**config.mk**
```make
export PLATFORM = sky130hd
export DESIGN_NAME = mult_seq_ctrl
export DESIGN_NICKNAME = d
export VERILOG_FILES = /design/src/rtl/mult_pkg.sv /design/src/rtl/nine_bit_adder.sv /design/src/rtl/mult_seq_ctrl.sv
export SDC_FILE = /design/constraint.sdc
export NUM_CORES = 1
export LEC_CHECK = 0
export ABC_AREA = 1
export CAP_MARGIN = 30
export CORE_MARGIN = 4
export CORE_UTILIZATION = 55
export DETAILED_ROUTE_END_ITERATION = 8
export PLACE_DENSITY = 0.82
export SYNTH_ARGS = -nofsm -noshare
export SYNTH_HDL_FRONTEND = slang
export SYNTH_SLANG_ARGS = --single-unit
```
**constraint.sdc**
```tcl
create_clock -name Clk -period 4.1 [get_ports Clk]
set_input_delay 0.41 -clock Clk [delete_from_list [all_inputs] [get_ports Clk]]
set_output_delay 0.41 -clock Clk [all_outputs]
set_load 0.005 [all_outputs]
```
**src/rtl/mult_pkg.sv**
```systemverilog
// Shared constants and state encoding for the signed add-shift multiplier.
// Latency: n/a (declarations only).
// Backpressure: n/a.
package mult_pkg;

    localparam int WIDTH  = 8;
    localparam int N_ITER = 8;
    localparam int KW     = $clog2(N_ITER);

    typedef enum logic [1:0] {
        IDLE  = 2'd0,
        ADD   = 2'd1,
        SHIFT = 2'd2,
        HOLD  = 2'd3
    } state_t;

endpackage

```
**src/rtl/nine_bit_adder.sv**
```systemverilog
// Sign-extended 8+1 bit adder: s = sext(x) + sext(y) + cin.
// Latency: combinational.
// Backpressure: none.
module nine_bit_adder
    import mult_pkg::*;
(
    input  logic [WIDTH-1:0] x,
    input  logic [WIDTH-1:0] y,
    input  logic             cin,
    output logic [WIDTH:0]   s
);

    // Bit 8 of the result is the true sign, so A+S or A-S never overflows.
    assign s = {x[WIDTH-1], x} + {y[WIDTH-1], y} + {{WIDTH{1'b0}}, cin};

endmodule

```
**src/rtl/mult_seq_ctrl.sv**
```systemverilog
// Sequencer for 8x8 signed add-shift multiply; product lands in {A,B}, sign in X.
// Latency: 16 busy cycles after Run is sampled in IDLE, then HOLD with done.
// Backpressure: Run is a level; HOLD is kept until Run drops, one multiply per assertion.
module mult_seq_ctrl #(
    parameter int WIDTH = 8  // adder datapath is fixed at 8+1 bits; only 8 is legal
) (
    input  logic             Clk,
    input  logic             Reset_n,
    input  logic             Run,
    input  logic             ClearA_LoadB,
    input  logic [WIDTH-1:0] Sw,
    output logic [WIDTH-1:0] Aval,
    output logic [WIDTH-1:0] Bval,
    output logic             Xval,
    output logic             busy,
    output logic             done
);
    import mult_pkg::*;

    state_t          state;
    state_t          state_nxt;
    logic [WIDTH-1:0] a_reg;
    logic [WIDTH-1:0] b_reg;
    logic [WIDTH-1:0] s_reg;
    logic             x_reg;
    logic [KW-1:0]    k;
    logic             last;
    logic [WIDTH-1:0] y_op;
    logic [WIDTH:0]   sum;

    // The final iteration weights the multiplier sign bit negatively, so it subtracts.
    assign last = (k == KW'(N_ITER - 1));
    assign y_op = last ? ~s_reg : s_reg;

    nine_bit_adder u_adder (
        .x   (a_reg),
        .y   (y_op),
        .cin (last),
        .s   (sum)
    );

    // State register.
    always_ff @(posedge Clk or negedge Reset_n) begin
        if (!Reset_n) begin
            state <= IDLE;
        end else begin
            state <= state_nxt;
        end
    end

    // Next-state logic; a load request in IDLE defers any start by a cycle.
    always_comb begin
        state_nxt = state;
        case (state)
            IDLE:    if (!ClearA_LoadB && Run) state_nxt = ADD;
            ADD:     state_nxt = SHIFT;
            SHIFT:   state_nxt = last ? HOLD : ADD;
            HOLD:    if (!Run) state_nxt = IDLE;
            default: state_nxt = IDLE;
        endcase
    end

    // Datapath: load/clear in IDLE, conditional add in ADD, arithmetic shift in SHIFT.
    always_ff @(posedge Clk or negedge Reset_n) begin
        if (!Reset_n) begin
            a_reg <= '0;
            b_reg <= '0;
            s_reg <= '0;
            x_reg <= 1'b0;
            k     <= '0;
        end else begin
            case (state)
                IDLE: begin
                    if (ClearA_LoadB) begin
                        a_reg <= '0;
                        x_reg <= 1'b0;
                        b_reg <= Sw;
                    end else if (Run) begin
                        s_reg <= Sw;
                        a_reg <= '0;
                        x_reg <= 1'b0;
                        k     <= '0;
                    end
                end
                ADD: begin
                    if (b_reg[0]) begin
                        x_reg <= sum[WIDTH];
                        a_reg <= sum[WIDTH-1:0];
                    end
                end
                SHIFT: begin
                    a_reg <= {x_reg, a_reg[WIDTH-1:1]};
                    b_reg <= {a_reg[0], b_reg[WIDTH-1:1]};
                    if (!last) k <= k + KW'(1);
                end
                default: ;
            endcase
        end
    end

    // Outputs come straight from registers; nothing combinational from inputs.
    assign Aval = a_reg;
    assign Bval = b_reg;
    assign Xval = x_reg;
    assign busy = (state == ADD) || (state == SHIFT);
    assign done = (state == HOLD);

endmodule

```
After elaboration in Yosys (flattened, before gate mapping)
Index checks and enable logic that the tools add are counted.
{"block": "word_totals", "memories": 0, "input_bits": 12, "register_bits": 30, "wordCells": 55, "ramBits": 0, "latchBits": 0, "romBits": 0, "output_inout_bits": 19}
{"block": "classes", "shift": 0, "bitwise_logic": 2, "mux": 19, "n_div": 0, "n_reduce_logical": 13, "n_addsub": 3, "n_mul": 0, "n_eq_ne": 12, "magnitude_cmp": 0}
{"op": "2-to-1 mux 8 bit", "n": 5}
{"op": "case mux 8 bit (3 select lines)", "n": 1}
{"op": "case mux 8 bit (2 select lines)", "n": 1}
{"op": "inequality test 2 bit, second input constant", "n": 7}
{"op": "adder 8 x 8 -> 9 bit", "n": 1}
{"op": "adder 9 x 1 -> 9 bit", "n": 1}
{"op": "2-to-1 mux 3 bit", "n": 3}
{"op": "AND reduction 3 bit", "n": 3}
{"op": "inverter 8 bit", "n": 1}
{"op": "case mux 2 bit (4 select lines)", "n": 1}
{"op": "2-to-1 mux 2 bit", "n": 3}
{"op": "case mux 3 bit (2 select lines)", "n": 1}
{"op": "== test 2 bit, second input constant", "n": 2}
{"op": "AND reduction 2 bit", "n": 2}
{"op": "AND reduction 4 bit", "n": 1}
{"op": "nonzero test 2 bit", "n": 2}
{"op": "adder 3 x 1 -> 3 bit, second input constant", "n": 1}
{"op": "== test 3 bit, second input constant", "n": 1}
{"op": "2-to-1 mux 1 bit", "n": 3}
{"op": "inequality test 3 bit, second input constant", "n": 1}
{"op": "nonzero test 3 bit", "n": 1}
{"op": "== test 2 x 1 -> 1 bit, second input constant", "n": 1}
{"op": "logical NOT 2 bit", "n": 1}
{"op": "case mux 1 bit (2 select lines)", "n": 1}
{"op": "4 further kinds", "n": 4}

Logic depth before layout (Yosys ltp)
Gate-level depths: netlist of the first run.
{"block": "depth", "word_depth": 6, "mapped_depth": 16, "ltp_nobuf": 15}

By module
Synthesis of the first run repeated with hierarchy kept, for this count alone.
{"block": "unflattened", "hier_cells": 284, "hier_area_um2": 2110.8}
{"module": "mult_seq_ctrl", "instances": 1, "area_each_um2": 1717.9, "cells_per_inst": 215}
{"module": "nine_bit_adder", "instances": 1, "area_each_um2": 392.9, "cells_per_inst": 69}

Worst setup path before layout of the first run
Ideal clock, no wire load.
{"block": "synth_timing", "path_kind": "register to register", "startpoint": "reg k[0]", "endpoint": "reg a_reg[6], in the netlist Aval[6]", "setup_time_ps": 116, "required_time_ps": 3984, "arrival_ps": 1997, "synth_period_minus_slack_ps": 2113, "stages_incl_launch_ff": 14, "path_slack_ps": 1987, "path_cell_list": "dfrtp_1 ha_1 ha_1 buf_6 xor2_1 fa_1 nand3_1 nand2_1 nand3_1 nand3_1 nand3_1 nand2_1 nand2_1 nand2_1"}
{"block": "synth_via", "elab_chain_len": 6}
{"item": "from (decl)", "line_no": "mult_seq_ctrl.sv:26", "source": "logic [KW-1:0] k;"}
{"item": "from (signal assigned)", "line_no": "mult_seq_ctrl.sv:94", "source": "if (!last) k <= k + KW'(1);"}
{"item": "== test 3 bit *", "line_no": "mult_seq_ctrl.sv:32", "source": "assign last = (k == KW'(N_ITER - 1));"}
{"item": "2-to-1 mux 8 bit", "line_no": "mult_seq_ctrl.sv:33", "source": "assign y_op = last ? ~s_reg : s_reg;"}
{"item": "adder 8 x 8 -> 9 bit", "line_no": "nine_bit_adder.sv:14", "source": "assign s = {x[WIDTH-1], x} + {y[WIDTH-1], y} + {{WIDTH{1'b0}}, cin};"}
{"item": "adder 9 x 1 -> 9 bit *", "line_no": "nine_bit_adder.sv:14"}
{"item": "2-to-1 mux 8 bit *", "line_no": "mult_seq_ctrl.sv:86", "source": "if (b_reg[0]) begin"}
{"item": "case mux 8 bit (3 select lines) *", "line_no": "mult_seq_ctrl.sv:72", "source": "case (state)"}
{"item": "to (signal assigned)", "line_no": "mult_seq_ctrl.sv:88", "source": "a_reg <= sum[WIDTH-1:0];"}
{"item": "to (signal assigned)", "line_no": "mult_seq_ctrl.sv:92", "source": "a_reg <= {x_reg, a_reg[WIDTH-1:1]};"}
{"item": "to (decl)", "line_no": "mult_seq_ctrl.sv:22", "source": "logic [WIDTH-1:0] a_reg;"}
Every way passes the cells marked *; elsewhere a longest branch is shown, timed or not. The select of a mux whose other input is x is not followed.
A chain may end at the register's enable or synchronous reset.

Worst setup path after layout of the first run
Ends and elaborated chain as after synthesis.

==> results of run 1 <==
==> power groups by stage <==
stage	logic [mW]	clock network [mW]	registers (mW)
after floorplan	0.711	0	0.541
after global placement	1.02	0	0.559
after detailed placement	1.04	0	0.564
after CTS	1.05	0.323	0.559
after global routing	1.17	0.336	0.578
final	1.05	0.320	0.560
==> area by class of cell <==
class	count	area, um^2
clock buffer	6	51.30
clock inverter	2	60.06
fill	269	1013
inverter	22	85.08
multi-input combinational	168	1011
sequential	30	750.7
tap	46	57.56
timing repair buffer	31	307.8
==> per-stage QoR <==
stage                     util [%]  instances  cell area (um^2)  hold WS, ns  setup slack [ns]
final                        69.63        305              2323       0.4425             1.677
after global routing         69.63        305              2323       0.4955             1.449
after CTS                    69.63        305              2323       0.4513             1.669
after detailed placement     66.29        297              2212       0.4974             1.714
after global placement       66.29        297              2212       0.4899             1.811
after floorplan                  -        226              1892       0.1144             1.987
==> cells by family (layout without fill, tap and decap cells) <==
kind of cell | Yosys count | count (layout) | share of synthesized area [%]
buffers and inverters | 28 | 61 | 6.879
adders and majority gates | 16 | 16 | 10.98
xor gates and xnor gates | 9 | 9 | 4.167
muxes | 7 | 7 | 4.167
DFF | 30 | 30 | 39.68
AOI/OAI and AO/OA | 35 | 35 | 10.91
and+or+nand+nor | 101 | 101 | 23.21
==> worst max-delay path, delay by kind of cell (launching register included) <==
family	cells	cell delay, ns
fa+ha+maj	3	1.02
simple gates	9	0.67
flops	1	0.42
xor+xnor	1	0.26
==> worst min-delay path by stage <==
stage	endpoint	start	depth (start not counted)
finish	Aval[4]$_DFFE_PN0P_	Reset_n	2
global route	Bval[5]$_DFFE_PN0P_	Reset_n	2
CTS	Aval[1]$_DFFE_PN0P_	Reset_n	2
detailed placement	k[2]$_DFFE_PN0P_	k[2]$_DFFE_PN0P_	2
global placement	k[2]$_DFFE_PN0P_	k[2]$_DFFE_PN0P_	2
floorplan	Aval[0]$_DFFE_PN0P_	Reset_n	0
==> synthesized netlist by cell type (all sizes together) <==
cell type	number	area, um^2
a21o	1	7.510
a21oi	5	25.02
a22o	1	8.760
a22oi	1	7.510
a31oi	9	56.30
a32oi	1	8.760
buf	6	45.04
dfrtp	30	750.7
fa	1	20.02
ha	15	187.7
inv	22	85.09
mux2	7	78.83
nand2	71	296.5
nand3	12	65.06
nor2	17	71.32
o21ai	14	73.82
o22ai	3	18.77
or2	1	6.260
xnor2	1	8.760
xor2	8	70.07
==> per-layer routing <==
metal | wire [um] | vias to the layer above
li1 | - | 808
met1 | 1808 | 774
met2 | 2074 | 28
met3 | 117 | 7
met4 | 84 | 0
met5 | 0 | -
==> summary.md, run 1 <==
Area growth from synthesis to layout: 22.82%. The die covers 4442 um^2. The tools report the final-report hold violation count as 0.

For met3 alone, demand over resource in global routing was 4.047%. The first global-routing pass estimated 6886 um of wire. The number of pins with negative max-slew slack in the final report came out at 0. The global-route track usage on met1 is 25.56%. The tools report the overall fraction of global-route tracks in use as 20.81%.

The cell with the most instances on the worst path is nand2_1. The floorplan die width was 66.65 um. The final critical-path required period was 2.423 ns. The portion of total power attributed to the clock network came out at 16.6%. Fraction of met2 tracks used by global routing: 35.27%. The clock arrives with 0.009524 ns of skew. Along the worst path, the maximum fanout reaches 9. The longest individual stage delay on the worst path is 0.46 ns.

The run gives 0.4403 mV as the worst vdd rail ir drop. The mapped netlist covers 1892 um^2. The transition time at the pin with the least slew margin is 0.7412 ns. The run gives 0 as the antenna diode count. The first element of the critical path was k[0]$_DFFE_PN0P_. In this run the static leakage power is 1.168 nW. For the effective utilization at floorplan, the log shows 56.69%.

The net switching share of the total power works out to 42.10%. The run gives 39.68% as the register area share after synthesis. The setup path with the least slack is of type flop to flop. Derived from the worst setup path, the maximum achievable clock frequency is 412.8 MHz. In the final routed layout, each cell accounts on average for 13.39 um. After technology mapping, the gate count stands at 226.

The worst setup path endpoint was Aval[6]$_DFFE_PN0P_. The count of vias placed by the detailed router came out at 1617. The logs give 0 for the final-report setup violation count and 50.59% for the worst max-slew margin expressed relative to the limit.

The initial antenna violation count was 0; the pin count of the biggest net entering global routing was 31. Data on the critical path is required at its endpoint by 4.38 ns. The total number of placement rows was 21; the number of levels the H-tree was split into was 2.

Startpoint of the most critical register-to-register path: k[0]$_DFFE_PN0P_. Hold repair after CTS inserted 0 buffers. The number of sinks on the clock net was 30.

Dividing the final minimum period by the clock period gives 59.09%. The run gives 1.116 mW as the internal power of the cells. Walking the worst path, the cells encountered are ha_1, ha_1, xor2_1, fa_1, nand3_1, nand2_1, nand3_1, nand2_1, nand2_1, nand3_1, nand2_1, nand2_1, nand2_1. The nature of the critical path endpoint was a flop. After floorplanning, the core was sized to cover 3337 um^2. The final layout contains routed wiring with a total length of 4085 um. The tools report the total power after layout as 1.928 mW. The relative contribution of sequential cells to total power was 29.1%. Worst reg-to-reg path cell count: 13. Routing layer with the top usage in global route: met2. A synthesized cell averages 8.371 um^2. The count of buffers added on input and output ports is 30. Clock tree synthesis selected as its root buffer the cell clkbuf_4. For this run, the detailed router's first-pass iteration total came to 4. The run gives 0 as the max-capacitance violation count.

The buffer count from post-CTS setup fixing was 0. The number of vias per cell was 5.302; the total clock buffers created by CTS was 5. Setup repair after global routing left no endpoint under its margin.

The number of unique standard cell types used by synthesis is 30. The logs give 0 for the count of synthesis-stage warnings from yosys and 3140 um for the post-detailed-placement half-perimeter wirelength. After detailed routing, the number of remaining DRC violations is 0.

In this run, synthesis produced a sequential element count of 30. The post-route netlist has 11.20% of its cells at a drive strength greater than 1. The power density over the cells came out at 829.6 nW/um^2. Global routing finished with a remaining overflow of 0.

Across all register-to-register paths, the minimum setup slack is 1.68 ns. The endpoint identified for the worst register-to-register timing path is Aval[6]$_DFFE_PN0P_. The detailed router finished its first iteration with 93 violations. Routability-driven placement finished with a final weighted congestion of 0.8924.

The via count of the first global-routing pass was 1518; the net switching power figure was 811.6 uW. For this run, the post-layout net count is 286. The final sum of negative setup slack came out at 0 ns. Per report_power, the combinational group accounts for 54.3% of the total. In this run the deepest clock path goes through 2 buffers. On the critical path, the stage with the largest delay is an instance of fa_1. The post-detailed-route count of antenna-violating nets is 0, and the clock-pin slew on the worst setup and hold paths is 0.11 ns. The clock reaches the later pin of the worst-skew pair after 0.33 ns. During I/O placement, the number of pins put on the boundary was 31.

The run gives 2.71 ns as the worst endpoint data arrival time. In this run, post-CTS repair resized a total of 0 instances. The run finished with clean final reports.

The startpoint type of the worst setup path is a flop. Leaving out fill and tap cells, the most frequent cell in the layout is nand2_1. TritonCTS built the clock tree. The overall die height came out at 66.65 um. In the layout the commonest cells are 65 x nand2_1, 30 x dfrtp_1, 30 x clkdlybuf4s50_1. The number of nets in the synthesized netlist is 254.

The path type of the worst min-delay path is primary input to async pin.
No activity file was read; power rests on OpenSTA's default activity.
==> run 2, diff against run 1 <==
CORE_UTILIZATION = 48   (was 55)
PLACE_DENSITY = 0.76   (was 0.82)
clock period = 2.1 ns   (was 4.1 ns; I/O delays follow)
==> run 2 against run 1 <==
Net effect: clock power increased by 53%; cell area increased by 10%; sequential share of layout area fell by 2.9 points; utilization fell by 1.4 points; cell count increased by 6.2%; combinational power is 140% higher; count of clock-buffer cells in the layout unchanged.
==> summary.md, run 2 (same netlist as run 1, synthesis figures left out) <==
The run finished with clean final reports. The post-detailed-route count of antenna-violating nets was 0 (unchanged). The average detailed-routed wire length per instance is 13.84 um (+3.3%), and the number of buffer cells added on primary ports is 30 (unchanged).

The maximum root-to-sink buffer count is 2 (unchanged). The number of pins with negative max-slew slack in the final report was 0 (unchanged). Overall fraction of global-route tracks in use: 17.81% (-3.0 points). For the wire length of the first global-routing pass, the log shows 7031 um (+2.1%).

The area growth from synthesis to layout is 35.05%. The tools report the wire length on met3 as 201 um (+72%). The overall die height is 70.78 um (+6.2%).

The final global-route overflow total is 0 (unchanged), and the reported leakage power is 1.240 nW (+6.2%). The effective utilization at floorplan was 50.53% (-6.2 points). The clock latency at the later pin of the worst-skew pair is 0.28 ns (-0.05 ns). The clock tree root driver cell is clkbuf_8. The pin count of the biggest net entering global routing came out at 31 (unchanged). The logs give 0.8882 (-0.47%) for the global placement routability congestion and 0 (unchanged) for the final-report setup violation count. The worst endpoint data arrival time came out at 2.24 ns (-0.47 ns). The sum of routed wire length over all layers is 4484 um (+9.8%), and the total of fill cells in the finished design is 315 (+17%). Number of sinks on the clock net: 30 (unchanged).

The final critical-path required period works out to 2.073 ns (-0.3493 ns). The count of vias placed by the detailed router is 1649 (+2.0%), and the maximum clock frequency is 482.3 MHz (+17%). For the final-report hold violation count, the log shows 0 (unchanged).

Leaving out fill and tap cells, the most frequent cells in the layout are 59 x nand2_1, 30 x dfrtp_1, 30 x clkdlybuf4s50_1. The tools report the antenna diode count as 0 (unchanged). For the number of levels the H-tree was split into, the log shows 2 (unchanged).

For the total met2 wirelength after detailed routing, the log shows 2197 um (+5.9%). For the data required time of the worst path, the log shows 2.27 ns (-2.11 ns). The total power after layout was 4.109 mW (+110%); the number of vias per cell was 5.090 (-4.0%). The logs give 22 (+4.8%) for the total number of placement rows and 0.8050 mV (+83%) for the worst vdd rail ir drop. The maximum fanout count along the critical path came out at 8 (-1). Leaving out fill and tap cells, the most frequent cell in the layout is nand2_1. STA classifies the critical path startpoint as a flop.

Transition time at the pin with the least slew margin: 0.3724 ns (-0.3688 ns). The via count of the first global-routing pass is 1552 (+2.2%). The floorplan core area was 3744 um^2 (+12%); the count of placed standard cells including taps was 311 (+4.7%). The logs give 0 (unchanged) for the max-capacitance violation count and 303 (+5.9%) for the final-stage net count. The total clock buffers created by CTS is 5 (unchanged). The post-detailed-placement half-perimeter wirelength is 3263 um (+3.9%), and the detailed router's first-iteration violation count is 103 (+11%).

Setup repair after global routing could not meet its margin everywhere. The met1 wire length is 2012 um (+11%). The worst setup skew after layout was 0.005439 ns (-0.004084 ns). The portion of the clock cycle consumed by the worst path in the final layout was 98.73% (+40 points); the fraction of layout instances using a drive strength above 1 was 25.00% (+14 points). The run gives 75.17% (+25 points) as the worst max-slew margin expressed relative to the limit.

In this run the worst hold path is classified as primary input to async pin. Total DRC errors in the routed layout: 0 (unchanged). TritonCTS built the clock tree.

The run gives 5010 um^2 (+13%) as the area of the die. For the final worst hold slack, the log shows 0.3075 ns (-0.1350 ns). The floorplan die width was 70.78 um (+6.2%). For the final cell count without fillers, the log shows 324 (+6.2%). Signal routing reaches up to met4. STA classifies the critical path endpoint as a flop. The clock-pin slew on the worst setup and hold paths was 0.07 ns (-0.04 ns); the detailed-router iteration count before antenna repair was 4 (unchanged). The number of top-level design ports was 31 (unchanged). The initial antenna violation count is 0 (unchanged), and the power density over the cells is 1608 nW/um^2 (+94%).

The classification of the worst setup path is flop to flop.
## run 2: cell count changes in the layout (fill, tap and decap cells not counted), moves of 5 or more
cell	previous run	this run
buf_4	1	18
clkbuf_4	5	0
clkbuf_8	1	6
nand2_1	65	59
nand2_2	3	8
## run 2: metal layers
| layer | track usage (%) | up-vias |
|---|---|---|
| met4 | 9.603 | 0 |
| met1 | 23.59 | 772 |
| li1 | - | 826 |
| met5 | 0 | - |
| met3 | 3.693 | 6 |
| met2 | 27.29 | 45 |
## run 2: worst paths after layout
path	startpoint	to	slack, ns	cells past startpoint
max	k[1]$_DFFE_PN0P_	Xval$_DFFE_PN0P_	0.03	11
min	Reset_n	Bval[6]$_DFFE_PN0P_	0.31	2
max reg2reg	k[1]$_DFFE_PN0P_	Xval$_DFFE_PN0P_	0.03	11
min reg2reg	k[1]$_DFFE_PN0P_	k[1]$_DFFE_PN0P_	0.52	2
max in group asynchronous	Reset_n	Xval$_DFFE_PN0P_	1.52	2
min in group Clk	k[1]$_DFFE_PN0P_	k[1]$_DFFE_PN0P_	0.52	2
## run 2: per-stage QoR
step	setup slack, ns	utilization [%]	instance area (um^2)	TNS [ns]
after global routing	-0.09376	68.25	2555	-0.3598
after CTS	0.006324	65.27	2444	0
after global placement	-0.1260	61.63	2307	-0.4518
after detailed placement	-0.2049	61.63	2307	-1.096
final	0.02670	68.25	2555	0
after floorplan	0.04166	-	1894	0
## run 2: cell type report
class	count	area, um^2	share of cell area, %
Sequential cell	30	750.7	29.38
Clock buffer	6	82.58	3.232
Multi-Input combinational cell	168	1129	44.17
Timing Repair Buffer	48	435.4	17.04
Clock inverter	2	12.51	0.4897
Inverter	22	85.08	3.330
Tap cell	48	60.06	2.351
## run 2: power by group
group / total (mW) / switching (mW) / internal (mW) / leakage (nW)
sequential: 1.13 / 0.281 / 0.848 / 0.371
clock: 0.489 / 0.226 / 0.263 / 0.0472
combinational: 2.49 / 1.27 / 1.22 / 0.822
total: 4.11 / 1.78 / 2.33 / 1.24
## run 2: timing repair
item,CTS,global route
endpoints found under the setup margin,8,5
buffers inserted,2,3
pin swaps,2,18
hold buffers,0,0
resized for setup,5,21
## run 2: worst max-delay path, stage by stage (launching register included)
cell and delay (ns):
dfrtp_1 0.38, ha_2 0.20, ha_4 0.22, xor2_1 0.16
ha_1 0.39, nand3_2 0.09, nand2_2 0.10, nand3_2 0.07
nand2_1 0.08, nand2_2 0.06, a21oi_1 0.14, o21ai_1 0.07
